### config.mk
export PLATFORM = sky130hd
export DESIGN_NAME = pipeline_hazard_controller_flat
export DESIGN_NICKNAME = d
export VERILOG_FILES = /design/src/rtl/pipeline_hazard_controller_if.sv /design/src/rtl/pipeline_hazard_controller.sv /design/src/flat_wrapper.sv
export SDC_FILE = /design/constraint.sdc
export NUM_CORES = 1
export LEC_CHECK = 0
export CORE_MARGIN = 2
export CORE_UTILIZATION = 47
export DETAILED_ROUTE_END_ITERATION = 10
export PLACE_DENSITY = 0.76
export SYNTH_ARGS = -nofsm -noshare
export SYNTH_HDL_FRONTEND = slang
export SYNTH_SLANG_ARGS = --single-unit
### constraint.sdc
create_clock -name clock -period 2.9 [get_ports clock]
set_input_delay 0.58 -clock clock [delete_from_list [all_inputs] [get_ports clock]]
set_output_delay 0.58 -clock clock [all_outputs]
set_load 0.01 [all_outputs]
### src/rtl/pipeline_hazard_controller_if.sv
// Bundle of decode-side inputs and pipeline-control outputs for the hazard controller.
// The controller takes the slave view; the driver of decode/memory status takes the master view.
interface pipeline_hazard_controller_if #(
    parameter int CNT_WIDTH = 16
);
    logic [19:0]          id_instruction;
    logic                 id_valid;
    logic                 mem_busy;
    logic                 pc_enable;
    logic                 ifid_enable;
    logic                 idex_bubble;
    logic                 pipe_advance;
    logic                 wb_write_enable;
    logic [3:0]           wb_write_address;
    logic [CNT_WIDTH-1:0] stall_cycles;
    logic [CNT_WIDTH-1:0] stall_events;
    logic                 dbg_state;

    modport master (
        output id_instruction, id_valid, mem_busy,
        input  pc_enable, ifid_enable, idex_bubble, pipe_advance,
        input  wb_write_enable, wb_write_address, stall_cycles, stall_events, dbg_state
    );

    modport slave (
        input  id_instruction, id_valid, mem_busy,
        output pc_enable, ifid_enable, idex_bubble, pipe_advance,
        output wb_write_enable, wb_write_address, stall_cycles, stall_events, dbg_state
    );
endinterface

### src/rtl/pipeline_hazard_controller.sv
// RAW hazard detection against writers in EX/MEM/WB, pipeline enables, write-back control
// and saturating stall counters for the 5-stage 20-bit pipeline.
module pipeline_hazard_controller #(
    parameter int CNT_WIDTH = 16
) (
    input  logic                         clock,
    input  logic                         reset,
    pipeline_hazard_controller_if.slave  bus
);
    typedef enum logic {RUN = 1'b0, STALL = 1'b1} state_t;

    typedef struct packed {
        logic       valid;
        logic [3:0] dest;
    } sb_entry_t;

    localparam logic [CNT_WIDTH-1:0] CNT_MAX = '1;
    localparam logic [CNT_WIDTH-1:0] CNT_ONE = 1;

    state_t               state;
    sb_entry_t            sb_ex, sb_mem, sb_wb;
    logic [CNT_WIDTH-1:0] cycles_q, events_q;

    logic [3:0] opcode, rd, src_a, src_b;
    logic       is_store, is_writer, hazard, advance;

    function automatic logic reads_dest(sb_entry_t e, logic [3:0] a, logic [3:0] b);
        return e.valid && ((e.dest == a) || (e.dest == b));
    endfunction

    always_comb begin
        opcode   = bus.id_instruction[19:16];
        rd       = bus.id_instruction[15:12];
        is_store = (opcode == 4'b1100);
        // Stores read their data register from the rd field.
        src_a    = is_store ? bus.id_instruction[15:12] : bus.id_instruction[11:8];
        src_b    = is_store ? bus.id_instruction[11:8]  : bus.id_instruction[7:4];
        case (opcode)
            4'h0, 4'h1, 4'h2, 4'h3, 4'hB, 4'hD, 4'hE, 4'hF: is_writer = 1'b1;
            default:                                        is_writer = 1'b0;
        endcase
        hazard  = bus.id_valid && (reads_dest(sb_ex, src_a, src_b) ||
                                   reads_dest(sb_mem, src_a, src_b) ||
                                   reads_dest(sb_wb, src_a, src_b));
        advance = !bus.mem_busy;
    end

    // Reset forces every enable off and a bubble into ID/EX, independent of the inputs.
    assign bus.pc_enable        = reset && !hazard && advance;
    assign bus.ifid_enable      = reset && !hazard && advance;
    assign bus.idex_bubble      = !reset || hazard || !bus.id_valid;
    assign bus.pipe_advance     = reset && advance;
    assign bus.wb_write_enable  = reset && sb_wb.valid && advance;
    assign bus.wb_write_address = reset ? sb_wb.dest : 4'h0;
    assign bus.stall_cycles     = cycles_q;
    assign bus.stall_events     = events_q;
    assign bus.dbg_state        = (state == STALL);

    always_ff @(posedge clock or negedge reset) begin
        if (!reset) begin
            state    <= RUN;
            sb_ex    <= '0;
            sb_mem   <= '0;
            sb_wb    <= '0;
            cycles_q <= '0;
            events_q <= '0;
        end else if (advance) begin
            sb_wb  <= sb_mem;
            sb_mem <= sb_ex;
            sb_ex  <= {is_writer && bus.id_valid && !hazard, rd};
            if (hazard) begin
                state <= STALL;
                if (cycles_q != CNT_MAX) cycles_q <= cycles_q + CNT_ONE;
                if ((state == RUN) && (events_q != CNT_MAX)) events_q <= events_q + CNT_ONE;
            end else begin
                state <= RUN;
            end
        end
    end
endmodule

### src/flat_wrapper.sv
// flat-port wrapper written by rule: the top's interface ports become plain ports
module pipeline_hazard_controller_flat 
#(
    parameter int CNT_WIDTH = 16
)
  (clock, reset, bus_id_instruction, bus_id_valid, bus_mem_busy, bus_pc_enable, bus_ifid_enable, bus_idex_bubble, bus_pipe_advance, bus_wb_write_enable, bus_wb_write_address, bus_stall_cycles, bus_stall_events, bus_dbg_state);
  pipeline_hazard_controller_if #(.CNT_WIDTH(CNT_WIDTH)) bus_i ();
  input  logic clock;
  input  logic reset;
  input wire logic [$bits(bus_i.id_instruction)-1:0] bus_id_instruction;
  input wire logic [$bits(bus_i.id_valid)-1:0] bus_id_valid;
  input wire logic [$bits(bus_i.mem_busy)-1:0] bus_mem_busy;
  output wire logic [$bits(bus_i.pc_enable)-1:0] bus_pc_enable;
  output wire logic [$bits(bus_i.ifid_enable)-1:0] bus_ifid_enable;
  output wire logic [$bits(bus_i.idex_bubble)-1:0] bus_idex_bubble;
  output wire logic [$bits(bus_i.pipe_advance)-1:0] bus_pipe_advance;
  output wire logic [$bits(bus_i.wb_write_enable)-1:0] bus_wb_write_enable;
  output wire logic [$bits(bus_i.wb_write_address)-1:0] bus_wb_write_address;
  output wire logic [$bits(bus_i.stall_cycles)-1:0] bus_stall_cycles;
  output wire logic [$bits(bus_i.stall_events)-1:0] bus_stall_events;
  output wire logic [$bits(bus_i.dbg_state)-1:0] bus_dbg_state;
  assign bus_i.id_instruction = bus_id_instruction;
  assign bus_i.id_valid = bus_id_valid;
  assign bus_i.mem_busy = bus_mem_busy;
  assign bus_pc_enable = bus_i.pc_enable;
  assign bus_ifid_enable = bus_i.ifid_enable;
  assign bus_idex_bubble = bus_i.idex_bubble;
  assign bus_pipe_advance = bus_i.pipe_advance;
  assign bus_wb_write_enable = bus_i.wb_write_enable;
  assign bus_wb_write_address = bus_i.wb_write_address;
  assign bus_stall_cycles = bus_i.stall_cycles;
  assign bus_stall_events = bus_i.stall_events;
  assign bus_dbg_state = bus_i.dbg_state;
  pipeline_hazard_controller #(.CNT_WIDTH(CNT_WIDTH)) u_core (.clock(clock), .reset(reset), .bus(bus_i));
endmodule
Word-level counts from Yosys, hierarchy flattened
Memories as Yosys holds them, arrays and structs flattened.
Index checks and enable logic that the tools add are counted.
{"block": "word_totals", "regBits": 48, "mem_bits_ro": 16, "in_bits": 24, "out_inout_bits": 42, "mem_count": 1}
{"name": "(no name shown)", "depth": 16, "width": 1, "read_ports": 1, "rd_clocked_by_memory_dff": 0, "write_ports": 0, "line_no": "pipeline_hazard_controller.sv:38", "text": "case (opcode)"}
{"block": "classes", "addsub": 2, "eq_ne": 9, "n_mux": 4, "n_bitwise": 2, "n_reduce_logical": 25}
{"cell": "adder 16 x 1 -> 16 bit (second input constant)", "count": 2}
{"cell": "!= test 16 bit (second input constant)", "count": 2}
{"cell": "== test 4 bit", "count": 6}
{"cell": "logical AND 1 bit", "count": 12}
{"cell": "2-to-1 mux 4 bit", "count": 3}
{"cell": "logical OR 1 bit", "count": 7}
{"cell": "AND reduction 3 bit", "count": 2}
{"cell": "== test 4 bit (second input constant)", "count": 1}
{"cell": "zero test 1 bit", "count": 4}
{"cell": "inverter 1 bit", "count": 2}
{"cell": "2-to-1 mux 1 bit", "count": 1}

Logic depth before layout (Yosys ltp)
Gate-level depths: netlist of the first run.
{"block": "depth", "word_depth": 11, "ltp_mapped": 11}

Least setup slack after synthesis of the first run
OpenSTA, ideal clock, no wires.
{"block": "synth_path", "path_type": "input-to-output", "from": "in bus_id_instruction[16]", "to": "out bus_pc_enable", "arrival_ns": 2.047, "path_slack_ns": 0.273, "path_stages": 9, "n_path_buf": 2, "path_cell_list": "nand4bb_4 > buf_6 > nor3_1 > a31oi_1 > o21a_1 > o41ai_2 > o21ai_0 > and2_1 > buf_4"}
{"block": "synth_via", "elab_chain_cells": 11}
{"item": "from (decl)", "line_no": "flat_wrapper.sv:10", "text": "input wire logic [$bits(bus_i.id_instruction)-1:0] bus_id_instruction;"}
{"item": "== test 4 bit *", "line_no": "pipeline_hazard_controller.sv:34", "text": "is_store = (opcode == 4'b1100);"}
{"item": "2-to-1 mux 4 bit, on equally long branches", "line_no": "pipeline_hazard_controller.sv:36, pipeline_hazard_controller.sv:37"}
{"item": "== test 4 bit", "line_no": "pipeline_hazard_controller.sv:28", "text": "return e.valid && ((e.dest == a) || (e.dest == b));"}
{"item": "logical OR 1 bit", "line_no": "pipeline_hazard_controller.sv:28"}
{"item": "logical AND 1 bit", "line_no": "pipeline_hazard_controller.sv:28"}
{"item": "logical OR 1 bit", "line_no": "pipeline_hazard_controller.sv:42", "text": "hazard = bus.id_valid && (reads_dest(sb_ex, src_a, src_b) ||"}
{"item": "logical OR 1 bit *", "line_no": "pipeline_hazard_controller.sv:43", "text": "reads_dest(sb_mem, src_a, src_b) ||"}
{"item": "logical AND 1 bit *", "line_no": "pipeline_hazard_controller.sv:42"}
{"item": "zero test 1 bit *"}
{"item": "logical AND 1 bit * (2 in series)"}
{"item": "to (decl)", "line_no": "flat_wrapper.sv:13", "text": "output wire logic [$bits(bus_i.pc_enable)-1:0] bus_pc_enable;"}
Mark *: on every way between the ends. The rest lies on a longest branch, timed or not.

Final worst setup path of the first run
{"block": "layout_path", "from": "in bus_id_instruction[17]", "to": "out bus_idex_bubble"}
{"block": "layout_via", "elab_chain_cells": 10}
{"item": "== test 4 bit *", "line_no": "pipeline_hazard_controller.sv:34"}
{"item": "2-to-1 mux 4 bit, on equally long branches", "line_no": "pipeline_hazard_controller.sv:36, pipeline_hazard_controller.sv:37"}
{"item": "== test 4 bit", "line_no": "pipeline_hazard_controller.sv:28"}
{"item": "logical OR 1 bit", "line_no": "pipeline_hazard_controller.sv:28"}
{"item": "logical AND 1 bit", "line_no": "pipeline_hazard_controller.sv:28"}
{"item": "logical OR 1 bit", "line_no": "pipeline_hazard_controller.sv:42"}
{"item": "logical OR 1 bit *", "line_no": "pipeline_hazard_controller.sv:43"}
{"item": "logical AND 1 bit *", "line_no": "pipeline_hazard_controller.sv:42"}
{"item": "logical OR 1 bit * (2 in series)", "line_no": "pipeline_hazard_controller.sv:51", "text": "assign bus.idex_bubble = !reset || hazard || !bus.id_valid;"}
{"item": "to (decl)", "line_no": "flat_wrapper.sv:15", "text": "output wire logic [$bits(bus_i.idex_bubble)-1:0] bus_idex_bubble;"}
Marks and branches as above.

==> results of run 1 <==
-- metal layers --
metal,track usage,up-vias,routed length (um)
li1,-,1226,-
met1,0.327,1224,3410
met2,0.376,97,3650
met3,0.0543,12,470
met4,0.0639,0,119
met5,0,-,0
-- layout make-up --
cell class              count  area [um^2]  share of cell area
clock buffers               5         68.8              0.0166
clock inverters             3         46.3              0.0112
inverters                  10         37.5             0.00904
multi-input cells         218         1760               0.424
flip-flops and latches     48         1200               0.290
well taps                  75         93.8              0.0226
repair buffers            106          942               0.227
-- how the worst max path moves through the flow --
| stage | endpoint | slack (ns) | cells past startpoint |
|---|---|---|---|
| 4_1_cts | bus_idex_bubble | 0.009 | 10 |
| 3_5_place_dp | bus_ifid_enable | -0.87 | 9 |
| 6_report | bus_idex_bubble | 0.07 | 11 |
| 3_3_place_gp | bus_pc_enable | -0.76 | 9 |
| 5_1_grt | bus_idex_bubble | -0.02 | 11 |
| 2_1_floorplan | bus_pc_enable | 0.27 | 9 |
-- stage by stage --
stage | instances | setup TNS, ns | power, W
floorplan | 285 | 0 | 0.00103
global placement | 448 | -10.29 | 0.00127
detailed placement | 448 | -12.41 | 0.00128
CTS | 465 | 0 | 0.00183
global route | 465 | -0.0176 | 0.00193
finish | 465 | 0 | 0.00183
-- placed cells by master, fill, tap and decap left out, types with 2 or more instances in the layout --
| master | count |
|---|---|
| nor2_1 | 11 |
| nor4_1 | 2 |
| inv_1 | 8 |
| and3_1 | 5 |
| nor3_2 | 4 |
| o221ai_1 | 2 |
| nor2b_1 | 4 |
| xnor2_1 | 7 |
| a2111oi_4 | 2 |
| a31oi_1 | 2 |
| clkbuf_8 | 5 |
| buf_4 | 38 |
| o21ai_2 | 2 |
| or2_2 | 2 |
| o21ai_1 | 2 |
| mux2i_2 | 2 |
| nor4_2 | 4 |
| xor2_1 | 40 |
| nand3_1 | 13 |
| buf_2 | 6 |
| xnor2_2 | 2 |
| nor3b_1 | 3 |
| clkdlybuf4s50_1 | 41 |
| and4_1 | 2 |
| nand4_1 | 8 |
| inv_2 | 2 |
| buf_6 | 8 |
| dfrtp_1 | 47 |
| nand2_1 | 27 |
| nor2b_4 | 2 |
| mux2_2 | 12 |
| nand2b_1 | 2 |
| ha_1 | 2 |
| o21ai_0 | 4 |
| and2_1 | 7 |
| nor3_1 | 13 |
| dlygate4sd2_1 | 11 |
-- flip-flops by register name, indices dropped and copies added (netlist names) --
name / flops
u_core.sb_mem: 5
u_core.sb_ex: 5
u_core.sb_wb: 5
u_core.bus.dbg_state: 1
u_core.bus.stall_events: 16
u_core.bus.stall_cycles: 16
-- kinds of logic (layout without fill, tap and decap cells) --
kind of cell               after synthesis  count (layout)  synth area share
and+or+nand+nor                        118             118             0.232
xor gates and xnor gates                49              49             0.151
DFF                                     48              48             0.415
AOI/OAI and AO/OA                       33              33            0.0972
buffers and inverters                   19             124            0.0354
muxes                                   15              15            0.0575
adders and majority gates                3               3            0.0121
-- worst register-to-register path: stages, from the launching register on --
cell and delay, ns:
dfrtp_2 0.49, xnor2_2 0.23, o221a_4 0.23, buf_4 0.11, a31oi_1 0.06, a21o_1 0.17
o211ai_2 0.21, buf_4 0.17, buf_4 0.10, buf_4 0.09, o21ai_2 0.08, buf_4 0.17
nor2b_1 0.20, mux2_2 0.36
-- report_power, final --
| group | switching [W] | internal, W | leakage (nW) | total [W] |
|---|---|---|---|---|
| Sequential | 0.0000990 | 0.000730 | 0.633 | 0.000829 |
| Clock | 0.000247 | 0.000260 | 0.0548 | 0.000507 |
| Combinational | 0.000227 | 0.000267 | 1.20 | 0.000494 |
| Total | 0.000573 | 0.00126 | 1.89 | 0.00183 |
-- timing repair --
item	in CTS	in global routing
pin swaps	14	8
buffers inserted	9	1
endpoints found under the setup margin	19	13
hold buffers	0	0
gates resized for setup	68	19
==> metrics.cfg, run 1 <==
[routing]
drc=0
drt.antenna.violating_nets=0
wl_per_cell_um=16.5
drt_wl_total_um=7650
vias_per_cell=5.50
dr.pass1.iters=4
drt_iter0_markers=162
via_count=2559

[grt]
grt_usage=0.237
grt_pass1_wl_um=12200
grt_max_degree=34
grt_pass1_vias=2561
gr-total-overflow=0
antenna_found_initial=0

[placed_design]
dp_hpwl_um=5440
numPortBuffers=61
gp_congestion=1.03
postPlaceCellArea_um2=3810
post-place-ws_ns=-0.865

[finish]
drive_gt1_frac=0.295
stdcell_area_um2=4150
fillerInstances=485
fin_util=0.697
finalNetCount=415
n_antenna_cell=0
syn_to_final_growth_pct=43.3

[sta]
fin_crit_sh=0.974
tightest_slew_ns=0.469
slew_violations=0
fmax_ghz=0.354
max_slew_margin=0.686
finClkSkew_ns=0.0104
fin_ws_ns=0.0747
hold_viol=0
period_needed_ns=2.83
setup_violations=0
fin_hold_ws_ns=0.252

[hold_path]
hold_path_class=input pin to asynchronous set/reset pin

[worst_setup_path]
startpoint_type=input pin
endpoint_kind=output port
path_buf_inv=4
rr_worst_depth=13
rrSetupSlack_ns=0.13
cp_top_family=compound AO/OA/AOI/OAI gates
path_cells=buf_6, nand4bb_4, buf_6, a221o_1, o22ai_2, o2111ai_2, o41ai_4, buf_4, nor2_4, nand3_2, buf_6
crit_arrival_ns=2.25
startpoint=bus_id_instruction[17]
worstSetupPathType=input pin to output port
worstPathRequired_ns=2.32
cpMaxStageDelayCell=nand4bb_4
r2r-start=u_core.sb_wb[3]
r2r_end=u_core.bus.stall_cycles[1]
slowest_delay_ns=0.30
critical_path.max_fanout=6
cp_common_cell=buf_6

[run]
cap_violations=0

[power]
power-per-cell-area_nw_per_um2=441
leakage_nw=1.89
irDropWorstVdd_mv=0.317

[die]
die_area_um2=6810
initial_utilization=0.486
die_y_um=82.5
rows=28
io_pins=66
die_w_um=82.5
coreArea_um2=5960

[logic_synthesis]
synth-edff-count=0
synth_seq_area_share=0.415
synth_nets=311
ys_ff_latch=48
syn_avg_cell_area_um2=10.2
synth_top_area_share=0.415
synthFlopType=dfrtp_1
yosys-top-cells-area=dfrtp_1, xor2_1, mux2_2
synth_most_common_cell=dfrtp_1
synth_top_area_cell=dfrtp_1
async_reset_ff_frac=1.00
yosys_warnings=0
ys_top_cells_by_count=dfrtp_1, xor2_1, nand2_1
ys_types=55
syn-cell-area_um2=2900
synthCells=285

[clock_tree]
path_clk_slew_ns=0.10
numCtsBuffers=5
cts_tree=built
numClockSinks=48
clkLatencyLatePin_ns=0.31
ctsHtreeMaxLevel=2
root_buffer=clkbuf_8
cts_max_path_buffers=2

[outcome]
status=finished clean

No activity file was read; power rests on OpenSTA's default activity.
==> run 2: changes to the inputs <==
--- a/config.mk
+++ b/config.mk
@@ -5,10 +5,12 @@
 export SDC_FILE = /design/constraint.sdc
 export NUM_CORES = 1
 export LEC_CHECK = 0
+export ABC_AREA = 1
 export CORE_MARGIN = 2
 export CORE_UTILIZATION = 47
 export DETAILED_ROUTE_END_ITERATION = 10
-export PLACE_DENSITY = 0.76
+export PLACE_DENSITY = 0.74
+export SKIP_LAST_GASP = 1
 export SYNTH_ARGS = -nofsm -noshare
 export SYNTH_HDL_FRONTEND = slang
 export SYNTH_SLANG_ARGS = --single-unit
==> run 2 against run 1 <==
Routed wire length up 26%; clock power down 16%; setup slack better by 0.019 ns; sequential power down 3.1%; fmax up 0.69%; hold slack worse by 0.051 ns; synthesized area up 17%; critical path type unchanged; largest cell class unchanged.
==> metrics.cfg, run 2 <==
[run]
cap_violations=0  ; unchanged

[sta]
slew_violations=0  ; unchanged
hold_viol=0  ; unchanged
setup_violations=0  ; unchanged
fmax_ghz=0.356  ; +0.69%
tightest_slew_ns=0.424  ; -0.0443 ns
fin_hold_ws_ns=0.202  ; -0.0505 ns
max_slew_margin=0.717  ; +0.0307
period_needed_ns=2.81  ; -0.0194 ns
fin_crit_sh=0.968  ; -0.00670
finClkSkew_ns=0.0128  ; +0.00237 ns

[outcome]
status=finished clean

[worst_setup_path]
crit_arrival_ns=2.23  ; -0.02 ns
r2r-start=u_core.sb_ex[2]
startpoint_type=input pin
path_cells=dlygate4sd2_1, nand2_2, clkinv_4, nand2_8, nand2_4, nand3_1, nand2_1, nor2_2, nand2_1, nand2_1, nand2_2, nand3_4, nand2_4, nand2_2, nor2_2, buf_2
cpMaxStageDelayCell=dlygate4sd2_1
startpoint=bus_id_instruction[18]
critical_path.max_fanout=8  ; +2
rrSetupSlack_ns=0.86  ; +0.73 ns
worstSetupPathType=input pin to output port
endpoint_kind=output port
slowest_delay_ns=0.25  ; -0.05 ns
worstPathRequired_ns=2.32  ; about the same

[power]
clockPowerShare=0.248  ; -0.029
leakage_nw=2.27  ; +20%
power-per-cell-area_nw_per_um2=375  ; -15%
combPwrFrac=0.285  ; +0.015
pwr-share-seq=0.467  ; +0.014
swShare=0.346  ; +0.0325
p_sw_w=0.000594  ; +3.7%
irDropWorstVdd_mv=0.306  ; -3.4%
intPower_w=0.00112  ; -11%

[grt]
met2_usage=0.406  ; +0.0306
gr-usage-met3=0.0388  ; -0.0156
gr-total-overflow=0  ; unchanged
grt_usage=0.248  ; +0.0109
grt_pass1_vias=3329  ; +30%
antenna_found_initial=0  ; unchanged
grt-busiest-layer=met2
grt_use_met1=0.337  ; +0.0101
grt_pass1_wl_um=15600  ; +28%
grt_max_degree=36  ; +5.9%

[die]
die_y_um=88.9  ; +7.7%
die_area_um2=7900  ; +16%
die_w_um=88.9  ; +7.7%
io_pins=66  ; unchanged
initial_utilization=0.493  ; +0.00673
coreArea_um2=6870  ; +15%
rows=30  ; +7.1%

[logic_synthesis]
synth-edff-count=0  ; unchanged
synth_top_area_share=0.355  ; -0.0601
syn_avg_cell_area_um2=6.86  ; -33%
synth_nets=520  ; +67%
ys_ff_latch=48  ; unchanged
synth_top_area_cell=dfrtp_1
async_reset_ff_frac=1.00  ; unchanged
yosys-top-cells-area=dfrtp_1, nand2_1, nand3_1
synthFlopType=dfrtp_1
ys_top_cells_by_count=nand2_1, nand3_1, dfrtp_1, inv_1, nand4_1
yosys_warnings=0  ; unchanged
ys_types=26  ; -53%
synth_seq_area_share=0.355  ; -0.0601
syn-cell-area_um2=3390  ; +17%
synthCells=494  ; +73%
synth_most_common_cell=nand2_1

[routing]
drc=0  ; unchanged
dr.pass1.iters=4  ; unchanged
via_count=3574  ; +40%
drt_wl_total_um=9670  ; +26%
drt_iter0_markers=136  ; -16%
vias_per_cell=5.38  ; -2.2%
wl_per_cell_um=14.6  ; -12%
drt.antenna.violating_nets=0  ; unchanged

[finish]
drive_gt1_frac=0.171  ; -0.124
syn_to_final_growth_pct=35.3
fillerInstances=585  ; +21%
layout_common_cells=nand2_1, nand3_1, clkdlybuf4s50_1, dfrtp_1, inv_1
multiInputGateArea_um2=2160  ; +23%
n_antenna_cell=0  ; unchanged
stdcell_area_um2=4580  ; +10%
layout_commonest_cell=nand2_1
finalNetCount=593  ; +43%
seqCellArea_um2=1200  ; -0.10%

[clock_tree]
ctsHtreeMaxLevel=2  ; unchanged
path_clk_slew_ns=0.10  ; about the same
clkLatencyLatePin_ns=0.30  ; about the same
root_buffer=clkbuf_8
cts_max_path_buffers=2  ; unchanged
numCtsBuffers=5  ; unchanged
cts_tree=built
numClockSinks=48  ; unchanged

[placed_design]
gp_congestion=0.896  ; -13%
numPortBuffers=61  ; unchanged
postPlaceCellArea_um2=4130  ; +8.2%
dp_hpwl_um=6660  ; +22%

[hold_path]
hold_path_class=input pin to asynchronous set/reset pin

==> run 2: cell count changes in the layout (fill, tap and decap cells not counted), sizes merged, moves of 15 or more <==
cell   delta
nand2   +147
nand3    +69
inv      +37
nand4    +28
buf      -25
xor2     -24
nor3     -15
==> run 2: final timing paths <==
path	cells after the start	end
min in group clock	2	u_core.bus.dbg_state
setup / recovery	16	bus_pc_enable
hold reg to reg	2	u_core.bus.dbg_state
hold / removal	1	u_core.bus.stall_events[12]
setup reg to reg	12	u_core.bus.stall_cycles[9]
max in group asynchronous	2	u_core.sb_mem[0]
==> run 2: cells by family (layout without fill, tap and decap cells) <==
kind of cell	after synthesis	after routing	share of synthesized area
buffers and inverters	69	142	0.0901
adder cells (fa/ha/maj)	2	2	0.00739
flip-flops	48	48	0.355
XOR/XNOR	28	28	0.0724
AND/OR/NAND/NOR	329	330	0.443
AO/OA/AOI/OAI	18	18	0.0321
==> run 2: cell type report <==
class                   instances  area share
clock buffers                   7      0.0188
clock inverters                 1     0.00164
inverters                      49      0.0412
multi-input cells             378       0.472
flip-flops and latches         48       0.262
well taps                      96      0.0262
repair buffers                 85       0.178
==> run 2: critical path, delay by kind of cell <==
family,cells,cell delay [ns]
and+or+nand+nor,13,1.11
buffers and inverters,3,0.54
==> run 2: metal layers <==
layer  part of all wire  vias up
met5                  0        -
met4              0.021        0
li1                   -     1772
met3              0.046       18
met1               0.44     1669
met2               0.49      115
==> run 2: stage by stage <==
step / utilization / setup TNS, ns / instances / total power (W) / setup WS [ns]
floorplan: - / 0 / 494 / 0.00104 / 0.206
global placement: 0.601 / -7.85 / 649 / 0.00123 / -0.671
detailed placement: 0.601 / -10.39 / 649 / 0.00124 / -0.726
CTS: 0.629 / 0 / 660 / 0.00169 / 0.0192
global route: 0.667 / -0.0388 / 664 / 0.00182 / -0.0198
finish: 0.667 / 0 / 664 / 0.00172 / 0.0941
==> run 2: repair_timing <==
action	CTS	global route
setup endpoints to repair	3	3
gates resized for setup	44	59
pin swaps	3	17
setup buffers	1	3
hold buffers	0	0
cloned	2	1
==> run 2: power by group through the flow <==
stage / Clock [W] / Sequential, W / Combinational (W)
floorplan: 0 / 0.000802 / 0.000238
global placement: 0 / 0.000810 / 0.000423
detailed placement: 0 / 0.000812 / 0.000433
CTS: 0.000438 / 0.000800 / 0.000450
global route: 0.000466 / 0.000812 / 0.000544
finish: 0.000426 / 0.000803 / 0.000491
==> run 3: changes to the inputs <==
--- a/config.mk
+++ b/config.mk
@@ -5,11 +5,11 @@
 export SDC_FILE = /design/constraint.sdc
 export NUM_CORES = 1
 export LEC_CHECK = 0
-export ABC_AREA = 1
+export CORE_ASPECT_RATIO = 1.4
 export CORE_MARGIN = 2
 export CORE_UTILIZATION = 47
 export DETAILED_ROUTE_END_ITERATION = 10
-export PLACE_DENSITY = 0.74
+export PLACE_DENSITY = 0.76
 export SKIP_LAST_GASP = 1
 export SYNTH_ARGS = -nofsm -noshare
 export SYNTH_HDL_FRONTEND = slang
==> run 3 against run 2 <==
Global-route usage down 2.1 points; total power up 0.27%; cell count down 30%; combinational power about the same; hold slack better by 0.038 ns; via count down 27%; clock power down 4%; first-iteration DRC count down 7.4%; sequential power up 2%; critical path type unchanged; highest routed layer unchanged.
==> metrics.cfg, run 3 (same netlist as run 1, synthesis figures left out) <==
[outcome]
status=finished clean

[die]
die_area_um2=6820  ; -14%
coreArea_um2=5900  ; -14%
die_w_um=70.3  ; -21%
io_pins=66  ; unchanged
die_y_um=96.9  ; +9.0%
rows=33  ; +10%
initial_utilization=0.491  ; -0.00251

[sta]
max_slew_margin=0.633  ; -0.0843
period_needed_ns=2.85  ; +0.0458 ns
tightest_slew_ns=0.551  ; +0.126 ns
fmax_ghz=0.351  ; -1.6%
slew_violations=0  ; unchanged
fin_ws_ns=0.0483  ; -0.0458 ns
setup_violations=0  ; unchanged
finClkSkew_ns=0.00878  ; -0.00403 ns
hold_viol=0  ; unchanged
rsz0062_at_grt=true
fin_crit_sh=0.983  ; +0.0158

[clock_tree]
numClockSinks=48  ; unchanged
root_buffer=clkbuf_8
ctsHtreeMaxLevel=2  ; unchanged
cts_max_path_buffers=2  ; unchanged
path_clk_slew_ns=0.09  ; about the same
cts_hold_repair.buffers=0  ; unchanged
cts_tree=built
numCtsBuffers=5  ; unchanged
clkLatencyLatePin_ns=0.29  ; about the same

[routing]
dr.pass1.iters=4  ; unchanged
drt_iter0_markers=126  ; -7.4%
vias_per_cell=5.60  ; +4.1%
wl_per_cell_um=16.2  ; +11%
via_count=2610  ; -27%
drt.antenna.violating_nets=0  ; unchanged
drt_wl_total_um=7540  ; -22%
drc=0  ; unchanged

[run]
cap_violations=0  ; unchanged

[finish]
n_antenna_cell=0  ; unchanged
layout_common_cells=buf_4, dfrtp_1, clkdlybuf4s50_1, xor2_1, nand2_1
drive_gt1_frac=0.288  ; +0.117
finalNetCount=421  ; -29%
fin_util=0.692  ; +0.0251
stdcell_area_um2=4090  ; -11%
syn_to_final_growth_pct=41.1

[grt]
gr-total-overflow=0  ; unchanged
grt_pass1_vias=2679  ; -20%
antenna_found_initial=0  ; unchanged
grt_pass1_wl_um=12600  ; -20%
grt_max_degree=39  ; +8.3%
grt_usage=0.227  ; -0.0207

[power]
irDropWorstVdd_mv=0.472  ; +54%
power-per-cell-area_nw_per_um2=422  ; +12%
leakage_nw=1.91  ; -16%

[worst_setup_path]
crit_arrival_ns=2.27  ; +0.04 ns
worstPathRequired_ns=2.32  ; about the same
endpoint_kind=output port
critical_path.max_fanout=6  ; -2
startpoint_type=input pin
worstSetupPathType=input pin to output port

[placed_design]
postPlaceCellArea_um2=3810  ; -7.7%
dp_hpwl_um=5370  ; -19%
post-place-ws_ns=-0.722  ; +0.00454 ns
gp_congestion=0.908  ; +1.3%
numPortBuffers=61  ; unchanged

[hold_path]
hold_path_class=input pin to asynchronous set/reset pin

## run 3: cell count changes in the layout (fill, tap and decap cells not counted), moves of 11 or more
cell / before / now
nand3_2: 21 / 0
xor2_1: 16 / 38
mux2_2: 0 / 12
nand4_1: 36 / 8
inv_1: 46 / 9
nand3_1: 56 / 14
nand2_2: 12 / 1
nand2_1: 151 / 26
buf_4: 17 / 47
## run 3: path summary, 6_finish.rpt
| check | startpoint | endpoint | slack (ns) | cells past startpoint |
|---|---|---|---|---|
| setup / recovery | bus_id_instruction[16] | bus_pc_enable | 0.05 | 10 |
| hold / removal | reset | u_core.sb_ex[4] | 0.24 | 2 |
| setup reg to reg | u_core.sb_wb[3] | u_core.sb_ex[4] | 0.17 | 13 |
| hold reg to reg | u_core.bus.stall_events[14] | u_core.bus.stall_events[14] | 0.50 | 1 |
| max in group asynchronous | reset | u_core.sb_wb[3] | 1.91 | 3 |
| min in group clock | u_core.bus.stall_events[14] | u_core.bus.stall_events[14] | 0.50 | 1 |
## run 3: area by class of cell
class,instances,area [um^2]
clock buffer,7,86.3
clock inverter,1,7.51
fill,485,1820
inverter,10,37.5
multi-input combinational,218,1700
sequential,48,1200
tap,70,87.6
timing repair buffer,112,971
## run 3: power by group
part | switching [W] | total (W) | internal [W]
logic | 0.000222 | 0.000491 | 0.000269
clock network | 0.000217 | 0.000411 | 0.000194
registers | 0.0000916 | 0.000822 | 0.000730
total | 0.000531 | 0.00172 | 0.00119
## run 3: critical path, stage by stage
cell       delay (ns)
buf_6            0.09
nand4bb_4        0.31
buf_6            0.19
mux2i_4          0.18
nand2_1          0.08
nand2_2          0.08
o41ai_4          0.37
o21ai_1          0.11
and2_1           0.15
buf_2            0.13
## run 3: timing repair
item | in CTS | in global routing
setup buffers | 13 | 1
endpoints found under the setup margin | 29 | 27
pin swaps | 10 | 14
gates resized for setup | 48 | 28
## run 3: routing by layer
metal  up-vias  global-route usage  wire length, um
met5         -                   0                0
met4         0               0.127              323
met3        28              0.0396              419
met2       105               0.386             3790
met1      1250               0.266             3010
li1       1227                   -                -
## run 3: per-stage QoR
step	instances	hold WS [ns]	total power [W]	TNS (ns)
after global placement	445	0.477	0.00127	-11.46
after floorplan	285	0.284	0.00103	0
after detailed placement	445	0.481	0.00127	-14.04
after CTS	466	0.236	0.00172	0
after global routing	466	0.240	0.00183	-0.137
final	466	0.240	0.00172	0
